$ cat src/rtl/missile_pool.sv
// Player-missile pool: fire-edge allocation with cooldown, per-slot upward motion,
// hit/top retirement and per-pixel sprite hit flags for the colorizer.
module missile_pool #(
  parameter  int NUM_MISSILES   = 8,
  parameter  int COORD_W        = 12,
  parameter  int STEP_CYCLES    = 250000,
  parameter  int STEP_PIX       = 2,
  parameter  int LAUNCH_ROW     = 440,
  parameter  int COL_OFS        = 15,
  parameter  int MISSILE_W      = 2,
  parameter  int MISSILE_H      = 4,
  parameter  int COOLDOWN_TICKS = 4,
  localparam int IDX_W          = (NUM_MISSILES > 1) ? $clog2(NUM_MISSILES) : 1
) (
  input  logic                    clk,
  input  logic                    rst,
  input  logic [COORD_W-1:0]      pixel_row,
  input  logic [COORD_W-1:0]      pixel_column,
  input  logic [COORD_W-1:0]      player_col,
  input  logic                    fire,
  input  logic                    hit_valid,
  input  logic [IDX_W-1:0]        hit_idx,
  output logic [NUM_MISSILES-1:0] in_flight,
  output logic [NUM_MISSILES-1:0] missile_active,
  output logic [3:0]              missile_pix,
  output logic                    fire_accept,
  output logic                    fire_drop,
  output logic                    pool_full,
  output logic [15:0]             shots_fired
);

  localparam int CNT_W  = $clog2(STEP_CYCLES);
  localparam int COOL_W = (COOLDOWN_TICKS < 2) ? 1 : $clog2(COOLDOWN_TICKS + 1);

  localparam logic [COORD_W-1:0] LAUNCH = COORD_W'(LAUNCH_ROW);
  localparam logic [COORD_W-1:0] STEP   = COORD_W'(STEP_PIX);
  localparam logic [COOL_W-1:0]  COOL_RELOAD = COOL_W'(COOLDOWN_TICKS);

  logic                    fire_s_q, fire_q_q;
  logic [CNT_W-1:0]        tick_cnt_q, tick_cnt_d;
  logic [COOL_W-1:0]       cool_q, cool_d;
  logic [NUM_MISSILES-1:0] in_flight_q, in_flight_d;
  logic [COORD_W-1:0]      row_q [NUM_MISSILES];
  logic [COORD_W-1:0]      row_d [NUM_MISSILES];
  logic [COORD_W-1:0]      col_q [NUM_MISSILES];
  logic [COORD_W-1:0]      col_d [NUM_MISSILES];
  logic                    fire_accept_q, fire_drop_q;
  logic [15:0]             shots_q, shots_d;

  logic             fire_edge, tick, alloc, refuse, hit_ok, any_free, found;
  logic [IDX_W-1:0] alloc_idx;

  always_comb begin
    fire_edge = fire_s_q & ~fire_q_q;
    tick      = (tick_cnt_q == CNT_W'(STEP_CYCLES - 1));
    any_free  = ~(&in_flight_q);
    alloc     = fire_edge & any_free & (cool_q == '0);
    refuse    = fire_edge & ~alloc;
    hit_ok    = hit_valid && (32'(hit_idx) < NUM_MISSILES);

    // Only slots free in the registered state are candidates; lowest index wins.
    alloc_idx = '0;
    found     = 1'b0;
    for (int i = 0; i < NUM_MISSILES; i++) begin
      if (!found && !in_flight_q[i]) begin
        alloc_idx = IDX_W'(i);
        found     = 1'b1;
      end
    end
  end

  always_comb begin
    tick_cnt_d  = tick ? '0 : tick_cnt_q + 1'b1;
    cool_d      = cool_q;
    shots_d     = shots_q;
    in_flight_d = in_flight_q;
    row_d       = row_q;
    col_d       = col_q;

    if (alloc) begin
      cool_d  = COOL_RELOAD;
      shots_d = shots_q + 16'd1;
    end else if (tick && cool_q != '0) begin
      cool_d = cool_q - 1'b1;
    end

    // Per slot: launch beats hit beats motion; a freshly launched slot never moves.
    for (int i = 0; i < NUM_MISSILES; i++) begin
      if (alloc && alloc_idx == IDX_W'(i)) begin
        row_d[i]       = LAUNCH;
        col_d[i]       = player_col;
        in_flight_d[i] = 1'b1;
      end else if (hit_ok && 32'(hit_idx) == i) begin
        in_flight_d[i] = 1'b0;
      end else if (tick && in_flight_q[i]) begin
        if (row_q[i] < STEP) begin
          in_flight_d[i] = 1'b0;
          row_d[i]       = LAUNCH;
        end else begin
          row_d[i] = row_q[i] - STEP;
        end
      end
    end
  end

  always_ff @(posedge clk or negedge rst) begin
    if (!rst) begin
      fire_s_q      <= 1'b0;
      fire_q_q      <= 1'b0;
      tick_cnt_q    <= '0;
      cool_q        <= '0;
      in_flight_q   <= '0;
      fire_accept_q <= 1'b0;
      fire_drop_q   <= 1'b0;
      shots_q       <= '0;
      for (int i = 0; i < NUM_MISSILES; i++) begin
        row_q[i] <= LAUNCH;
        col_q[i] <= '0;
      end
    end else begin
      fire_s_q      <= fire;
      fire_q_q      <= fire_s_q;
      tick_cnt_q    <= tick_cnt_d;
      cool_q        <= cool_d;
      in_flight_q   <= in_flight_d;
      fire_accept_q <= alloc;
      fire_drop_q   <= refuse;
      shots_q       <= shots_d;
      row_q         <= row_d;
      col_q         <= col_d;
    end
  end

  // Sprite window compared one bit wider so row+H and col+OFS+W never wrap.
  logic [COORD_W:0] pr_x, pc_x, r_x, c_x;

  always_comb begin
    pr_x = {1'b0, pixel_row};
    pc_x = {1'b0, pixel_column};
    r_x  = '0;
    c_x  = '0;
    missile_active = '0;
    for (int i = 0; i < NUM_MISSILES; i++) begin
      r_x = {1'b0, row_q[i]};
      c_x = {1'b0, col_q[i]} + (COORD_W+1)'(COL_OFS);
      missile_active[i] = in_flight_q[i]
                        && (pr_x >= r_x + (COORD_W+1)'(1))
                        && (pr_x <= r_x + (COORD_W+1)'(MISSILE_H))
                        && (pc_x >= c_x)
                        && (pc_x <= c_x + (COORD_W+1)'(MISSILE_W - 1));
    end
  end

  assign in_flight   = in_flight_q;
  assign pool_full   = &in_flight_q;
  assign missile_pix = (|missile_active) ? 4'hF : 4'h0;
  assign fire_accept = fire_accept_q;
  assign fire_drop   = fire_drop_q;
  assign shots_fired = shots_q;

endmodule

$ cat config.mk
export PLATFORM = sky130hd
export DESIGN_NAME = missile_pool
export DESIGN_NICKNAME = d
export VERILOG_FILES = /design/src/rtl/missile_pool.sv
export SDC_FILE = /design/constraint.sdc
export NUM_CORES = 1
export LEC_CHECK = 0
export ABC_AREA = 1
export BUFFER_PORTS_ARGS = -buffer_cell sky130_fd_sc_hd__buf_2
export CAP_MARGIN = 10
export CORE_MARGIN = 2
export CORE_UTILIZATION = 40
export CTS_BUF_LIST = sky130_fd_sc_hd__clkbuf_8 sky130_fd_sc_hd__clkbuf_16
export DETAILED_ROUTE_END_ITERATION = 7
export GPL_TIMING_DRIVEN = 0
export HOLD_SLACK_MARGIN = 0.08
export PLACE_DENSITY = 0.64
export SKIP_CTS_REPAIR_TIMING = 1
export SLEW_MARGIN = 0
export SYNTH_ARGS = -nofsm -noshare
export SYNTH_HDL_FRONTEND = slang
export SYNTH_SLANG_ARGS = --single-unit
$ cat constraint.sdc
create_clock -name clk -period 5.5 [get_ports clk]
set_clock_uncertainty 0.2 [all_clocks]
set_input_delay 0.275 -clock clk [delete_from_list [all_inputs] [get_ports clk]]
set_output_delay 0.275 -clock clk [all_outputs]
set_load 0.01 [all_outputs]
==> implementation parameters, run 1 <==
Parameter                              Value

Critical path
  Category of the most critical setup path ... reg -> out
  Crit path max fanout ... 5
  Element type at the critical path start ... flop
  CP peak stage delay ... 420 ps
  Arrival time reported for the critical path endpoint ... 4600 ps
  CP Buf/Inv Count ... 3
  Required time at the worst-slack endpoint ... 5030 ps
  Master of the slowest instance on the critical path ... sky130_fd_sc_hd__dfrtp_1
  Kind of end point of the critical path ... output pin
  Most Frequent Cell on Critical Path ... sky130_fd_sc_hd__nand2_1
  Cell family contributing the most delay on the critical path ... simple AND/OR/NAND/NOR gates

Die
  Site row count ... 92
  Total Die Area ... 66,200 um2
  Starting utilization of the core area ... 0.406
  Core area ... 63,200 um2
  Y dimension of the die ... 257 um
  Chip Width ... 257 um
  I/O pin total ... 82

Timing
  Pins over their slew limit ... 0
  Aggregate negative setup slack ... 0 ps
  Unrepaired setup endpoints after global routing ... false
  Post-layout min period ... 5070 ps
  Final hold violation count ... 0
  Worst rel slew slack ... 0.201
  Final setup violating endpoints ... 0
  Top achievable clock speed ... 197 MHz
  Part of the cycle the worst path needs ... 0.923
  Worst-Margin Slew ... 1190 ps

Final layout
  Leading cell types in the layout, fill and taps excluded ... sky130_fd_sc_hd__nand2_1, sky130_fd_sc_hd__inv_1, sky130_fd_sc_hd__ha_1
  Fin area ... 28,500 um2
  Fraction of layout cells with a size suffix above 1 ... 0.0717
  Final-layout fill cell count ... 6,480
  Most common cell after layout, fill and taps aside ... sky130_fd_sc_hd__nand2_1
  Synth-to-Final Area Change ... 11.0%
  Share of the core filled with cells ... 0.450
  Ant diodes ... 0
  Final instance count without filler cells ... 4,639
  Nets@finish ... 4,242

Drt
  Final antenna-violating net count ... 0
  Starting DRC count in detailed routing ... 1,590
  DRC viols ... 0
  Routed length per instance ... 15.9 um
  Total length of routed wires ... 73.7 mm
  Router iterations before antenna repair ... 5
  Via Count ... 24.1k
  DR vias/cell ... 5.20

Place
  Buffers on Ports ... 81
  Routability-driven placement congestion ratio ... 0.884
  Placed inst area ... 27,200 um2
  Half-perimeter wire length after detailed placement ... 55.3 mm
  Placed instance count ... 4,569

Synth
  Proportion of synthesized chip area in sequential cells ... 0.229
  Cell area after synthesis ... 25,700 um2
  Synthesized netlist net count ... 4,111
  Average footprint of a synthesized cell ... 7.05 um2
  Synthesized netlist cell count ... 3,640
  Count of unique library cells instantiated by Yosys ... 62
  Flop and latch count out of synthesis ... 233
  Synth warnings ... 0

Clocking
  TritonCTS clock tree ... built
  Clock latency at the later pin of the worst-skew pair ... 590 ps
  Clock buffers created by TritonCTS ... 28
  Sinks on Clock Net ... 233
  Clock-pin slew on the worst setup and hold paths ... 60 ps
  H-tree depth reported by CTS ... 1
  Clock buffer depth ... 3
  Buffer cell driving the clock tree root ... sky130_fd_sc_hd__clkbuf_16

GRT
  Vias in the first global route ... 22.4k
  Total global routing track utilization ... 0.220
  Wire length of the first global-routing pass ... 118 mm
  Overall overflow remaining after global route ... 0
  Antenna violations before repair ... 1
  Largest net degree at the start of global routing ... 110

Pwr
  Worst vdd ir ... 0.281 mV
  Power density over the cells ... 381 nW/um2
  Total power of the final layout ... 10.8 mW
  Static leakage power ... 14.6 nW

Run status
  Result of the run ... finished, final reports clean

Hold path
  Min-delay worst type ... in -> reg

Job
  Number of maximum-capacitance constraint violations ... 0
worst paths after layout:
path / startpoint / to / slack, ps / depth (start not counted)
hold / removal: hit_idx[1] / in_flight[0] / 50 / 5
hold reg to reg: fire_s_q / fire_q_q / 180 / 0
min in group asynchronous: rst / tick_cnt_q[2] / 490 / 3
setup / recovery: col_q[24] / missile_pix[3] / 430 / 25
max in group asynchronous: rst / col_q[44] / 3720 / 4
setup reg to reg: in_flight[4] / col_q[63] / 2280 / 7
cell type report:
cell class                 instances  area [um2]  area share
buffer                            51         289      0.0102
clock buffer                      34         783      0.0275
clock inverter                    18         294      0.0103
inverter                         480        1800      0.0634
multi-input combinational       2876       17700       0.621
sequential                       233        5880       0.207
tap                              846        1060      0.0372
timing repair buffer             101         668      0.0235
cells in the mapped netlist (all sizes together):
cell type,n,area (um2)
a221oi,5,43.8
and3,3,18.8
nor4b,6,52.6
mux2i,1,10.0
inv,475,1780
o22ai,1,6.26
nor2,368,1430
dfrtp,193,4830
nand2,822,3120
a211oi,1,7.51
nor4,27,209
xor2,161,1410
o31ai,7,76.3
a311oi,1,8.76
o211a,1,10.0
clkbuf,26,100
clkinv,5,21.3
o21a,16,120
a21boi,1,7.51
xnor2,41,359
nor3b,2,15.0
nand4,127,807
buf,25,189
a21oi,176,888
nand3,233,1200
nor3,109,593
ha,428,5360
or2,7,46.3
or3,2,12.5
o2111ai,2,17.5
o21ai,249,1260
o211ai,13,97.6
nand3b,45,342
a31oi,3,18.8
o32ai,1,8.76
dfstp,40,1050
a21o,9,67.6
o21bai,8,60.1
per-stage QoR:
stage                     hold slack (ps)  setup WS [ps]
after global routing                  105           20.7
after global placement                157           -447
after floorplan                      -221           1880
after CTS                            -589            295
final                                46.2            425
after detailed placement             50.8            947
worst register-to-register path: cells and delay by family (launching register included):
| kind | cells | cell delay, ps |
|---|---|---|
| compound gates | 1 | 160 |
| simple gates | 4 | 1290 |
| buf+inv | 2 | 920 |
| flops | 1 | 480 |
logic make-up (layout without fill, tap and decap cells):
| family | after synthesis | in the layout | share of synthesized area |
|---|---|---|---|
| DFF | 233 | 233 | 0.229 |
| AOI/OAI and AO/OA | 494 | 494 | 0.105 |
| muxes | 1 | 1 | 0.000390 |
| buffers and inverters | 531 | 684 | 0.0816 |
| and+or+nand+nor | 1751 | 1751 | 0.306 |
| xor gates and xnor gates | 202 | 202 | 0.0690 |
| adders and majority gates | 428 | 428 | 0.209 |
flip-flops by register name, summed over array words and instances (netlist names):
register,cells
fire_accept,1
r_x,11
row_q,77
fire_s_q,1
col_q,96
in_flight,8
cool_q,3
fire_q_q,1
shots_fired,16
fire_drop,1
tick_cnt_q,18
metal layers:
| metal | vias to the layer above | part of all wire | track usage |
|---|---|---|---|
| li1 | 12400 | - | - |
| met1 | 11000 | 0.48 | 0.306 |
| met2 | 579 | 0.44 | 0.356 |
| met3 | 107 | 0.057 | 0.0280 |
| met4 | 2 | 0.027 | 0.0588 |
| met5 | - | 0.00015 | 0 |
power breakdown:
group / switching [mW] / total, mW / internal, mW
Clock: 0.817 / 2.16 / 1.34
Sequential: 0.386 / 2.49 / 2.10
Combinational: 3.83 / 6.19 / 2.36
Total: 5.03 / 10.8 / 5.80
(Power assumes the default switching activity.)
==> run 2: changes to the inputs <==
--- a/config.mk
+++ b/config.mk
@@ -8,13 +8,13 @@
 export ABC_AREA = 1
 export BUFFER_PORTS_ARGS = -buffer_cell sky130_fd_sc_hd__buf_2
 export CAP_MARGIN = 10
-export CORE_MARGIN = 2
 export CORE_UTILIZATION = 40
 export CTS_BUF_LIST = sky130_fd_sc_hd__clkbuf_8 sky130_fd_sc_hd__clkbuf_16
 export DETAILED_ROUTE_END_ITERATION = 7
 export GPL_TIMING_DRIVEN = 0
 export HOLD_SLACK_MARGIN = 0.08
 export PLACE_DENSITY = 0.64
+export REMOVE_ABC_BUFFERS = 1
 export SKIP_CTS_REPAIR_TIMING = 1
 export SLEW_MARGIN = 0
 export SYNTH_ARGS = -nofsm -noshare
==> run 2 against run 1 <==
  * Design area down 0.89%
  * Highest routed layer is now met4
  * First-iteration DRC count decreased by 0.82%
  * Utilization fell by 0.40 points
  * Combinational power down 0.6%
  * Hold slack gained 24 ps
  * Count of clock-buffer cells in the layout increased by 1
  * Via count is 1.5% lower
  * Global-route usage fell by 0.54 points
==> implementation parameters, run 2 (synthesis gave the netlist of run 1 again) <==
Parameter                              Value

Clocking
  Sinks on Clock Net ... 233 (unchanged)
  Clock latency at the later pin of the worst-skew pair ... 590 ps (about the same)
  TritonCTS clock tree ... built
  H-tree depth reported by CTS ... 1 (unchanged)
  Buffer cell driving the clock tree root ... sky130_fd_sc_hd__clkbuf_16
  Clock buffers created by TritonCTS ... 30 (+7.1%)
  Clock buffer depth ... 3 (unchanged)
  Clock-pin slew on the worst setup and hold paths ... 60 ps (about the same)

Final layout
  Fraction of layout cells with a size suffix above 1 ... 0.0664 (-0.00531)
  Registers with the highest flip-flop counts ... col_q x96, row_q x77, tick_cnt_q x18
  Synth-to-Final Area Change ... 9.98%
  Most common cell after layout, fill and taps aside ... sky130_fd_sc_hd__nand2_1
  Nets@finish ... 4,197 (-1.1%)
  Fin area ... 28,200 um2 (-0.89%)
  Register containing the most flip-flops in the final layout ... col_q
  Leading cell types in the layout, fill and taps excluded ... sky130_fd_sc_hd__nand2_1, sky130_fd_sc_hd__inv_1, sky130_fd_sc_hd__ha_1
  Ant diodes ... 0 (unchanged)
  Max FFs per register ... 96 (unchanged)

Timing
  Unrepaired setup endpoints after global routing ... false
  Part of the cycle the worst path needs ... 0.913 (-0.0101)
  Final setup violating endpoints ... 0 (unchanged)
  Post-layout min period ... 5020 ps (-55.8 ps)
  Final worst-path setup slack ... 481 ps (+55.8 ps)
  Worst-Margin Slew ... 1210 ps (+13.5 ps)
  Worst rel slew slack ... 0.195 (-0.00551)
  Top achievable clock speed ... 199 MHz (+1.1%)
  Final hold violation count ... 0 (unchanged)
  Pins over their slew limit ... 0 (unchanged)

Drt
  Routed length per instance ... 15.2 um (-4.0%)
  DR vias/cell ... 5.16 (-0.63%)
  Total length of routed wires ... 70.1 mm (-4.9%)
  Starting DRC count in detailed routing ... 1,577 (-0.82%)
  Final antenna-violating net count ... 0 (unchanged)
  Via Count ... 23.7k (-1.5%)
  DRC viols ... 0 (unchanged)
  Router iterations before antenna repair ... 5 (unchanged)

Critical path
  Category of the most critical setup path ... reg -> out
  Crit path max fanout ... 8 (+3)
  Cell Chain, Critical Path ... inv_1, ha_1, inv_1, nand2_1, nand2_1, nor2_1, nand4_1, nor2_1, nand2_1, nor3_1, nand3_1, xnor2_1, ha_1, nand2_1, nor2_1, nand4_1, nor4_1, a21oi_1, nand3_1, nand2_1, nand2_1, nor2_1, nand2_1, buf_2
  Kind of end point of the critical path ... output pin
  Most Frequent Cell on Critical Path ... sky130_fd_sc_hd__nand2_1
  Arrival time reported for the critical path endpoint ... 4540 ps (-60 ps)
  CP Buf/Inv Count ... 3 (unchanged)
  Required time at the worst-slack endpoint ... 5030 ps (about the same)
  Master of the slowest instance on the critical path ... sky130_fd_sc_hd__dfrtp_1
  CP peak stage delay ... 400 ps (-20 ps)
  Cell family contributing the most delay on the critical path ... simple AND/OR/NAND/NOR gates
  Element type at the critical path start ... flop

Die
  Core area ... 63,200 um2 (unchanged)
  Starting utilization of the core area ... 0.406 (unchanged)
  Y dimension of the die ... 255 um (-0.78%)
  Total Die Area ... 65,200 um2 (-1.5%)
  I/O pin total ... 82 (unchanged)
  Chip Width ... 255 um (-0.78%)
  Site row count ... 92 (unchanged)

Place
  Routability-driven placement congestion ratio ... 0.879 (-0.58%)
  Worst slack after detailed placement ... 1070 ps (+124 ps)
  Half-perimeter wire length after detailed placement ... 52.7 mm (-4.7%)
  Buffers on Ports ... 81 (unchanged)
  Placed inst area ... 27,000 um2 (-0.84%)

Hold path
  Min-delay worst type ... in -> reg

GRT
  Vias in the first global route ... 22.0k (-2.1%)
  Routing layer with the top usage in global route ... met2
  Total global routing track utilization ... 0.214 (-0.00544)
  Overall overflow remaining after global route ... 0 (unchanged)
  Antenna violations before repair ... 0 (-1)
  Met3 routing resource usage after global routing ... 0.0244 (-0.00357)
  Largest net degree at the start of global routing ... 100 (-9.1%)
  Met2 Resource Use GR ... 0.352 (-0.00422)
  Wire length of the first global-routing pass ... 112 mm (-4.9%)
  Met1 layer usage reported by global route ... 0.296 (-0.0101)

Run status
  Result of the run ... finished, final reports clean

Pwr
  Static leakage power ... 14.5 nW (-0.83%)
  Worst vdd ir ... 0.262 mV (-6.8%)
  Power density over the cells ... 380 nW/um2 (-0.27%)

Job
  Number of maximum-capacitance constraint violations ... 0 (unchanged)
==> run 2: changes by cell type in the layout (fill, tap and decap cells not counted), moves of 3 or more <==
cell	change
sky130_fd_sc_hd__buf_2	-12
sky130_fd_sc_hd__buf_4	-3
sky130_fd_sc_hd__buf_6	-9
sky130_fd_sc_hd__bufinv_16	-3
sky130_fd_sc_hd__clkbuf_1	-24
sky130_fd_sc_hd__clkbuf_16	+3
sky130_fd_sc_hd__clkinv_2	+5
sky130_fd_sc_hd__inv_1	+3
==> run 2: per-layer routing <==
| metal | share of wire | vias up |
|---|---|---|
| li1 | - | 12300 |
| met3 | 0.046 | 103 |
| met4 | 0.028 | 0 |
| met2 | 0.44 | 461 |
| met5 | 0 | - |
| met1 | 0.49 | 10800 |
==> run 2: power breakdown <==
part           internal [mW]  switching [mW]  total, mW
registers               2.10           0.391       2.49
clock network           1.26           0.809       2.07
logic                   2.34            3.81       6.15
==> run 2: path summary, 6_finish.rpt <==
check	start	end	slack, ps	depth (start not counted)
min in group asynchronous	rst	r_x[8]	620	3
min reg2reg	fire_s_q	fire_q_q	180	0
min	hit_idx[1]	in_flight[7]	70	6
max reg2reg	in_flight[4]	row_q[76]	1790	9
max	col_q[72]	missile_pix[1]	480	24
max in group asynchronous	rst	col_q[2]	3910	4
==> run 2: per-stage QoR <==
stage / setup TNS [ps] / hold slack [ps] / power, mW / utilization / instances
2_1_floorplan: 0 / -221 / 7.15 / - / 3589
3_3_place_gp: -84470 / 169 / 8.44 / 0.425 / 4516
3_5_place_dp: 0 / 4.96 / 8.59 / 0.427 / 4521
4_1_cts: 0 / -627 / 10.7 / 0.443 / 4577
5_1_grt: 0 / 94.3 / 11.9 / 0.446 / 4596
6_report: 0 / 70.5 / 10.7 / 0.446 / 4596
==> run 2: layout make-up <==
type / instances / area (um2)
multi-input combinational: 2876 / 17700
timing repair buffer: 105 / 726
clock inverter: 21 / 215
inverter: 480 / 1800
sequential: 233 / 5880
tap: 846 / 1060
fill: 6544 / 35000
clock buffer: 35 / 831
==> run 2: worst reg2reg max path: stages, from the launching register on <==
cell and delay [ps]:
sky130_fd_sc_hd__dfrtp_1 430, sky130_fd_sc_hd__inv_1 290, sky130_fd_sc_hd__nor4_1 100, sky130_fd_sc_hd__nand2_1 140
sky130_fd_sc_hd__nand3_2 380, sky130_fd_sc_hd__nor2_2 1060, sky130_fd_sc_hd__clkinv_2 480, sky130_fd_sc_hd__o21ai_4 310
sky130_fd_sc_hd__o21ai_0 150, sky130_fd_sc_hd__o21ai_0 120
